--- src/rtl/multicycle_controller.sv ---
// Control unit for the multicycle RV32I core: instruction-sequencing FSM plus
// main decoder, immediate-format decoder and ALU decoder.
module multicycle_controller (
  input  logic       clk_i,
  input  logic       rst_i,
  input  logic [6:0] op_i,
  input  logic [2:0] funct3_i,
  input  logic       funct7b5_i,
  input  logic       zero_i,
  output logic [1:0] immsrc_o,
  output logic       pcwrite_o,
  output logic       adrsrc_o,
  output logic       memwrite_o,
  output logic       irwrite_o,
  output logic [1:0] resultsrc_o,
  output logic [1:0] alusrca_o,
  output logic [1:0] alusrcb_o,
  output logic       regwrite_o,
  output logic [2:0] alucontrol_o
);

  typedef enum logic [3:0] {
    S_FETCH, S_DECODE, S_MEMADR, S_MEMREAD, S_MEMWB, S_MEMWRITE,
    S_EXECR, S_EXECI, S_ALUWB, S_BEQ, S_JAL
  } state_t;

  localparam logic [6:0] OP_LW  = 7'b0000011;
  localparam logic [6:0] OP_SW  = 7'b0100011;
  localparam logic [6:0] OP_R   = 7'b0110011;
  localparam logic [6:0] OP_I   = 7'b0010011;
  localparam logic [6:0] OP_BEQ = 7'b1100011;
  localparam logic [6:0] OP_JAL = 7'b1101111;

  state_t     state_q, state_d, out_state;
  logic [1:0] aluop;
  logic       pcupdate, branch;
  logic       irwrite_raw, regwrite_raw, memwrite_raw;

  always_ff @(posedge clk_i) begin
    if (rst_i) state_q <= S_FETCH;
    else       state_q <= state_d;
  end

  always_comb begin
    state_d = S_FETCH;
    case (state_q)
      S_FETCH:  state_d = S_DECODE;
      S_DECODE: begin
        case (op_i)
          OP_LW, OP_SW: state_d = S_MEMADR;
          OP_R:         state_d = S_EXECR;
          OP_I:         state_d = S_EXECI;
          OP_BEQ:       state_d = S_BEQ;
          OP_JAL:       state_d = S_JAL;
          default:      state_d = S_FETCH;
        endcase
      end
      S_MEMADR:  state_d = (op_i == OP_LW) ? S_MEMREAD : S_MEMWRITE;
      S_MEMREAD: state_d = S_MEMWB;
      S_EXECR, S_EXECI, S_JAL: state_d = S_ALUWB;
      default:   state_d = S_FETCH;
    endcase
  end

  // While reset is held the outputs present FETCH with every strobe gated off,
  // even if the state register still holds an abandoned instruction's state.
  always_comb begin
    out_state    = rst_i ? S_FETCH : state_q;
    adrsrc_o     = 1'b0;
    irwrite_raw  = 1'b0;
    regwrite_raw = 1'b0;
    memwrite_raw = 1'b0;
    resultsrc_o  = 2'b00;
    alusrca_o    = 2'b00;
    alusrcb_o    = 2'b00;
    aluop        = 2'b00;
    pcupdate     = 1'b0;
    branch       = 1'b0;
    case (out_state)
      S_FETCH: begin
        irwrite_raw = 1'b1;
        alusrcb_o   = 2'b10;
        resultsrc_o = 2'b10;
        pcupdate    = 1'b1;
      end
      S_DECODE: begin
        alusrca_o = 2'b01;
        alusrcb_o = 2'b01;
      end
      S_MEMADR: begin
        alusrca_o = 2'b10;
        alusrcb_o = 2'b01;
      end
      S_MEMREAD: adrsrc_o = 1'b1;
      S_MEMWB: begin
        resultsrc_o  = 2'b01;
        regwrite_raw = 1'b1;
      end
      S_MEMWRITE: begin
        adrsrc_o     = 1'b1;
        memwrite_raw = 1'b1;
      end
      S_EXECR: begin
        alusrca_o = 2'b10;
        aluop     = 2'b10;
      end
      S_EXECI: begin
        alusrca_o = 2'b10;
        alusrcb_o = 2'b01;
        aluop     = 2'b10;
      end
      S_ALUWB: regwrite_raw = 1'b1;
      S_BEQ: begin
        alusrca_o = 2'b10;
        aluop     = 2'b01;
        branch    = 1'b1;
      end
      S_JAL: begin
        alusrca_o = 2'b01;
        alusrcb_o = 2'b10;
        pcupdate  = 1'b1;
      end
      default: ;
    endcase
    pcwrite_o  = ~rst_i & (pcupdate | (branch & zero_i));
    irwrite_o  = ~rst_i & irwrite_raw;
    regwrite_o = ~rst_i & regwrite_raw;
    memwrite_o = ~rst_i & memwrite_raw;
  end

  always_comb begin
    case (op_i)
      OP_SW:   immsrc_o = 2'b01;
      OP_BEQ:  immsrc_o = 2'b10;
      OP_JAL:  immsrc_o = 2'b11;
      default: immsrc_o = 2'b00;
    endcase
  end

  // funct7b5 only selects sub for R-type; addi shares funct3 000 with add/sub.
  always_comb begin
    alucontrol_o = 3'b000;
    case (aluop)
      2'b01: alucontrol_o = 3'b001;
      2'b10: begin
        case (funct3_i)
          3'b000:  alucontrol_o = (op_i[5] & funct7b5_i) ? 3'b001 : 3'b000;
          3'b010:  alucontrol_o = 3'b101;
          3'b110:  alucontrol_o = 3'b011;
          3'b111:  alucontrol_o = 3'b010;
          default: alucontrol_o = 3'b000;
        endcase
      end
      default: alucontrol_o = 3'b000;
    endcase
  end

endmodule
--- config.mk ---
export PLATFORM = sky130hd
export DESIGN_NAME = multicycle_controller
export DESIGN_NICKNAME = d
export VERILOG_FILES = /design/src/rtl/multicycle_controller.sv
export SDC_FILE = /design/constraint.sdc
export NUM_CORES = 1
export LEC_CHECK = 0
export CELL_PAD_IN_SITES_DETAIL_PLACEMENT = 0
export CELL_PAD_IN_SITES_GLOBAL_PLACEMENT = 2
export CORE_MARGIN = 5
export CORE_UTILIZATION = 21
export CTS_CLUSTER_SIZE = 14
export DETAILED_ROUTE_END_ITERATION = 8
export GPL_ROUTABILITY_DRIVEN = 0
export GPL_TIMING_DRIVEN = 1
export PLACE_DENSITY = 0.87
export SYNTH_ARGS = -nofsm -noshare
export SYNTH_HDL_FRONTEND = slang
export SYNTH_SLANG_ARGS = --single-unit
--- constraint.sdc ---
create_clock -name clk_i -period 1.95 [get_ports clk_i]
set_clock_uncertainty 0.1 [all_clocks]
set_input_delay 0.39 -clock clk_i [delete_from_list [all_inputs] [get_ports clk_i]]
set_output_delay 0.39 -clock clk_i [all_outputs]
set_load 0.02 [all_outputs]
==> results.ini, run 1 <==
[power]
p_leak_uw=0.000579
p_per_area_nw_per_um2=271
ir_drop_v=0.000248

[clocking]
clockBufferDepth=2
cts.sink_count=4
clk_pin_slew_ns=0.04
cts_hold_buf=0
clock-root-buffer=clkbuf_4
cts_tree=yes
numCtsBuffers=3
clk-insertion-delay-late_ns=0.24
htreeDepth=1

[global_route]
grt_pass1_vias=912
grt_max_degree=12
overflow=0
grt_antenna_before_repair=0
grt.total_usage=0.116
grt_first_pass_wirelength_um=3880

[timing]
final.min_clock_period_ns=2.11
clock.fmax_mhz=474
final-setup-viol-count=7
rsz0062_at_grt=yes
slew_headroom=0.830
setup_ws_ns=-0.158
hold_violations=0
min_period_over_period=1.08
tightest_slew_ns=0.255
final_max_slew_viol_count=0
hold_ws_ns=0.414

[yosys]
yosys_warnings=0
synth_top_area_frac=0.131
synth-seq-cells=4
synth.area.top_cells=dfxtp_1, buf_6, nor4b_2
syn_avg_cell_area_um2=7.95
synth.yosys.seq_area_share=0.131
synth_fp_nets=93
yosys.area.top_type=dfxtp_1
syn_inst=77
synth_cell_type_count=37
syn_area_um2=612

[routing]
routedWlPerCell_um=13.2
route.detailed.drc=0
ant_nets=0
first_iter_violations=3
first_pass_iters=4
vias=842
viasPerCell=4.84
drt-total-wl_um=2290

[worst_setup_path]
required_ns=1.46
cp-end-kind=output port
path_max_fanout=2
path_cells=buf_6 > nor3b_4 > nand3_2 > ha_4 > nor2b_4 > o21ai_2 > a21oi_1 > buf_4
r2r_end=state_q[2]
crit_type=reg2out
startpoint_type=flop
critPathSlowestCell=dfxtp_4
crit_start=state_q[1]
endpoint=alucontrol_o[0]
r2r_slack_ns=0.45
r2r_cells=9
crit_arrival_ns=1.62
max_stage_delay_ns=0.34
rr_startpoint=state_q[1]

[hold_path]
hold_path_class=in2reg

[final_layout]
largest-register=state_q
final_nets=161
syn_to_final_growth_pct=110
final_util=0.462
diodes=0
drive_gt1_frac=0.601
final_area_um2=1290
largest_reg_flops=4
reg_top3=state_q: 4 flops

[run]
cap_viol_max_count=0

[outcome]
violations=setup timing
outcome=finished, violations left

[die]
ios=30
dieHeight_um=64.0
initial_utilization=0.220
die_w_um=64.0
dieArea_um2=4090
core_um2=2780
row_count=19

[placed_design]
dpl.hpwl_um=1600
portBuffers=29
place_area_um2=1110

-- critical path, delay by kind of cell (launching register included) --
family | cells | cell delay, ns
simple gates | 3 | 0.45
flops | 1 | 0.34
buf+inv | 2 | 0.28
fa+ha+maj | 1 | 0.18
compound gates | 2 | 0.13
-- cell families (layout without fill, tap and decap cells) --
logic type,Yosys count,in the layout,share of synthesized area
adder cells (fa/ha/maj),2,2,0.0409
XOR/XNOR,5,5,0.0716
multiplexers,1,1,0.0164
buffers and inverters,10,76,0.100
AO/OA/AOI/OAI,16,16,0.200
flip-flops,4,4,0.131
AND/OR/NAND/NOR,39,39,0.440
-- metrics by stage --
| step | total power [uW] | setup slack [ns] | instances | TNS, ns |
|---|---|---|---|---|
| after floorplan | 145 | -0.0857 | 77 | -0.124 |
| after global placement | 234 | -0.925 | 159 | -8.62 |
| after detailed placement | 235 | -0.950 | 159 | -8.81 |
| after CTS | 345 | -0.134 | 173 | -0.566 |
| after global routing | 367 | -0.239 | 174 | -1.16 |
| final | 349 | -0.158 | 174 | -0.683 |
-- power by group --
part | internal (uW) | leakage (uW) | total (uW) | switching (uW)
Combinational | 89.4 | 0.000531 | 164 | 74.4
Sequential | 81.7 | 0.0000342 | 83.0 | 1.37
Clock | 68.8 | 0.0000138 | 102 | 33.1
-- cell usage after synthesis --
cell       number
a41oi_1         1
nor3b_4         1
buf_2           1
a21oi_1         5
nand4bb_1       1
nand3_1         1
and2b_1         1
a2111oi_2       1
nand2_1         7
nor2b_1         1
o41ai_1         1
a221oi_2        1
and3_2          1
and3_1          4
mux2i_1         1
a211o_1         1
buf_6           3
a21oi_2         1
dfxtp_1         4
nor3_1          5
nor2_1          4
and4bb_1        1
inv_2           1
nor4b_2         2
xnor2_1         2
inv_1           5
ha_1            2
xor2_1          3
nand4b_1        1
o21ai_0         2
a21o_2          1
a31oi_1         1
o211ai_1        1
and2b_2         2
nor4_1          2
nor3b_1         3
and3b_1         2
-- layout make-up --
type                            count  area (um^2)
Multi-Input combinational cell     63          574
Tap cell                           31         38.8
Inverter                            6         22.5
Sequential cell                     4         87.6
Timing Repair Buffer               67          541
Fill cell                         278         1500
Clock buffer                        3         22.5
-- layout by cell type, fill, tap and decap left out, types with 3 or more instances in the layout --
master	netlist	routed
and3_1	4	3
xor2_1	3	3
buf_6	3	11
clkdlybuf4s50_1	0	7
inv_1	5	5
buf_2	1	9
buf_4	0	34
clkbuf_4	0	3
nor2_1	4	3
a21oi_1	5	4
nand2_1	7	7
-- worst min path at each step --
stage	from	endpoint	slack (ns)	cells past startpoint
final	rst_i	state_q[3]	0.41	3
after global routing	rst_i	state_q[3]	0.44	3
after CTS	rst_i	state_q[3]	0.41	3
after detailed placement	state_q[0]	state_q[0]	0.53	2
after global placement	state_q[0]	state_q[0]	0.53	2
after floorplan	rst_i	state_q[3]	0.36	1
-- what timing repair did --
action | 4_1_cts | 5_1_grt
pin swaps | 16 | 8
setup endpoints to repair | 16 | 15
gates resized for setup | 109 | 17
buffers inserted | 11 | 2
-- metal layers --
| layer | part of all wire | vias up | global-route usage | wire length (um) |
|---|---|---|---|---|
| li1 | - | 417 | - | - |
| met1 | 0.40 | 396 | 0.122 | 905 |
| met2 | 0.54 | 23 | 0.221 | 1230 |
| met3 | 0.046 | 6 | 0.0210 | 105 |
| met4 | 0.020 | 0 | 0.0468 | 45 |
| met5 | 0 | - | 0 | 0 |
No activity file was read; power rests on OpenSTA's default activity.
==> run 2: changes to the inputs <==
CORE_UTILIZATION = 22   (was 21)
PLACE_DENSITY = 0.91   (was 0.87)
clock period = 2.7 ns   (was 1.95 ns; I/O delays follow)
==> run 2 against run 1 <==
- the run now ends clean
- cell count decreased by 9.8%
- clock power decreased by 28%
- wire length down 18%
- hold slack better by 0.11 ns
- non-clock buffer count is 17 lower
==> results.ini, run 2 (synthesis results as in run 1) <==
[placed_design]
dpl.hpwl_um=1590  ; -0.90%
place_area_um2=1060  ; -4.4%
portBuffers=29  ; unchanged
pre_cts_ws_ns=-0.487  ; +0.463 ns

[final_layout]
final_nets=144  ; -11%
largest-register=state_q
diodes=0  ; unchanged
final_cell_mix=buf_4, clkdlybuf4s50_1, nand2_1
drive_gt1_frac=0.302  ; -0.300
largest_reg_flops=4  ; unchanged
reg_top3=state_q: 4 flops
final_area_um2=1060  ; -17%
final_util=0.392  ; -0.0700
syn_to_final_growth_pct=73.8
final_common_cell=buf_4

[die]
die_w_um=62.7  ; -1.9%
ios=30  ; unchanged
dieArea_um2=3940  ; -3.8%
core_um2=2710  ; -2.6%
initial_utilization=0.226  ; +0.00579
row_count=19  ; unchanged
dieHeight_um=62.7  ; -1.9%

[clocking]
cts_setup_buffers=0  ; -11
clk_pin_slew_ns=0.04  ; about the same
htreeDepth=1  ; unchanged
clk-insertion-delay-late_ns=0.23  ; about the same
cts_tree=yes
numCtsBuffers=3  ; unchanged
clock-root-buffer=clkbuf_4
cts.sink_count=4  ; unchanged
clockBufferDepth=2  ; unchanged

[hold_path]
hold_path_class=reg2reg
hold_end=state_q[0]
hold_path_depth=2  ; -1
min-delay-start=state_q[0]

[worst_setup_path]
r2r_cells=4  ; -5
startpoint_type=input pin
r2r_slack_ns=1.32  ; +0.87 ns
crit_arrival_ns=1.94  ; +0.32 ns
r2r_end=state_q[3]
critPathSlowestCell=clkdlybuf4s50_1
max_stage_delay_ns=0.47  ; +0.13 ns
required_ns=2.06  ; +0.60 ns
rr_startpoint=state_q[1]
cp-end-kind=output port
path_cells=clkdlybuf4s50_1 > and3b_1 > a31oi_1 > nor4b_2 > dlygate4sd2_1
path_max_fanout=2  ; unchanged
crit_type=in2out

[timing]
rsz0062_at_grt=no
hold_violations=0  ; unchanged
tightest_slew_ns=0.333  ; +0.0784 ns
final-setup-viol-count=0  ; -7
final_max_slew_viol_count=0  ; unchanged
min_period_over_period=0.955
slew_headroom=0.775  ; -0.0549
clock.fmax_mhz=388
setup_ws_ns=0.121  ; +0.279 ns
final.min_clock_period_ns=2.58

[global_route]
busiest_layer=met2
met2_usage=0.179  ; -0.0423
grt_max_degree=14  ; +2
grt_use_met3=0.0468  ; +0.0257
grt_antenna_before_repair=0  ; unchanged
met1_usage=0.115  ; -0.00733
grt.total_usage=0.104  ; -0.0117
overflow=0  ; unchanged
grt_first_pass_wirelength_um=3420  ; -12%
grt_pass1_vias=800  ; -12%

[power]
ir_drop_v=0.000137  ; -45%
p_leak_uw=0.000484  ; -16%
p_per_area_nw_per_um2=221  ; -18%

[outcome]
outcome=finished, final reports clean

[routing]
ant_nets=0  ; unchanged
first_pass_iters=4  ; unchanged
drt-total-wl_um=1890  ; -18%
vias=741  ; -12%
first_iter_violations=33  ; +30
viasPerCell=4.72  ; -2.5%
route.detailed.drc=0  ; unchanged
routedWlPerCell_um=12.0  ; -8.6%

[run]
cap_viol_max_count=0  ; unchanged

run 2: cell count changes in the layout (fill, tap and decap cells not counted), moves of 3 or more:
cell             change
buf_2                -6
buf_4               -13
buf_6               -11
clkdlybuf4s50_1     +13
dlygate4sd2_1        +3
nor3_1               +3
run 2: layer usage:
metal	up-vias	part of all wire	routed length (um)
li1	387	-	-
met1	331	0.42	802
met2	21	0.50	938
met3	2	0.071	134
met4	0	0.0074	14
met5	-	0	0
run 2: final cells by class:
cell class,instances,area (um^2)
Fill cell,302,1650
Multi-Input combinational cell,63,470
Timing Repair Buffer,50,429
Sequential cell,4,80.1
Tap cell,31,38.8
Clock buffer,3,22.5
Inverter,6,22.5
run 2: metrics by stage:
| step | total power [uW] | hold slack (ns) | TNS, ns | cells |
|---|---|---|---|---|
| after global placement | 164 | 0.519 | -1.70 | 154 |
| final | 235 | 0.526 | 0 | 157 |
| after detailed placement | 166 | 0.519 | -1.75 | 154 |
| after floorplan | 104 | 0.485 | 0 | 77 |
| after CTS | 242 | 0.526 | 0 | 157 |
| after global routing | 256 | 0.583 | 0 | 157 |
run 2: worst max-delay path by stage:
stage	startpoint	endpoint	slack [ns]	depth (start not counted)
6_report	op_i[6]	immsrc_o[0]	0.12	5
5_1_grt	op_i[6]	immsrc_o[0]	0.009	6
4_1_cts	op_i[6]	immsrc_o[0]	0.11	6
3_5_place_dp	rst_i	alucontrol_o[2]	-0.49	6
3_3_place_gp	rst_i	alucontrol_o[2]	-0.48	6
2_1_floorplan	rst_i	alucontrol_o[2]	0.21	4
run 2: worst max-delay path, delay by kind of cell:
family,cells,cell delay (ns)
buf+inv,2,0.83
compound gates,1,0.13
simple gates,2,0.43
run 2: power breakdown:
part / leakage (uW) / switching, uW / total (uW) / internal, uW
clock: 0.0000138 / 23.9 / 73.6 / 49.7
combinational: 0.000438 / 43.3 / 100 / 56.7
sequential: 0.0000326 / 0.878 / 61.7 / 60.8
total: 0.000484 / 68.1 / 235 / 167
run 2: what timing repair did:
| action | 4_1_cts | 5_1_grt |
|---|---|---|
| endpoints found under the setup margin | 7 | 1 |
| hold buffers | 0 | 0 |
| gates resized for setup | 19 | 1 |
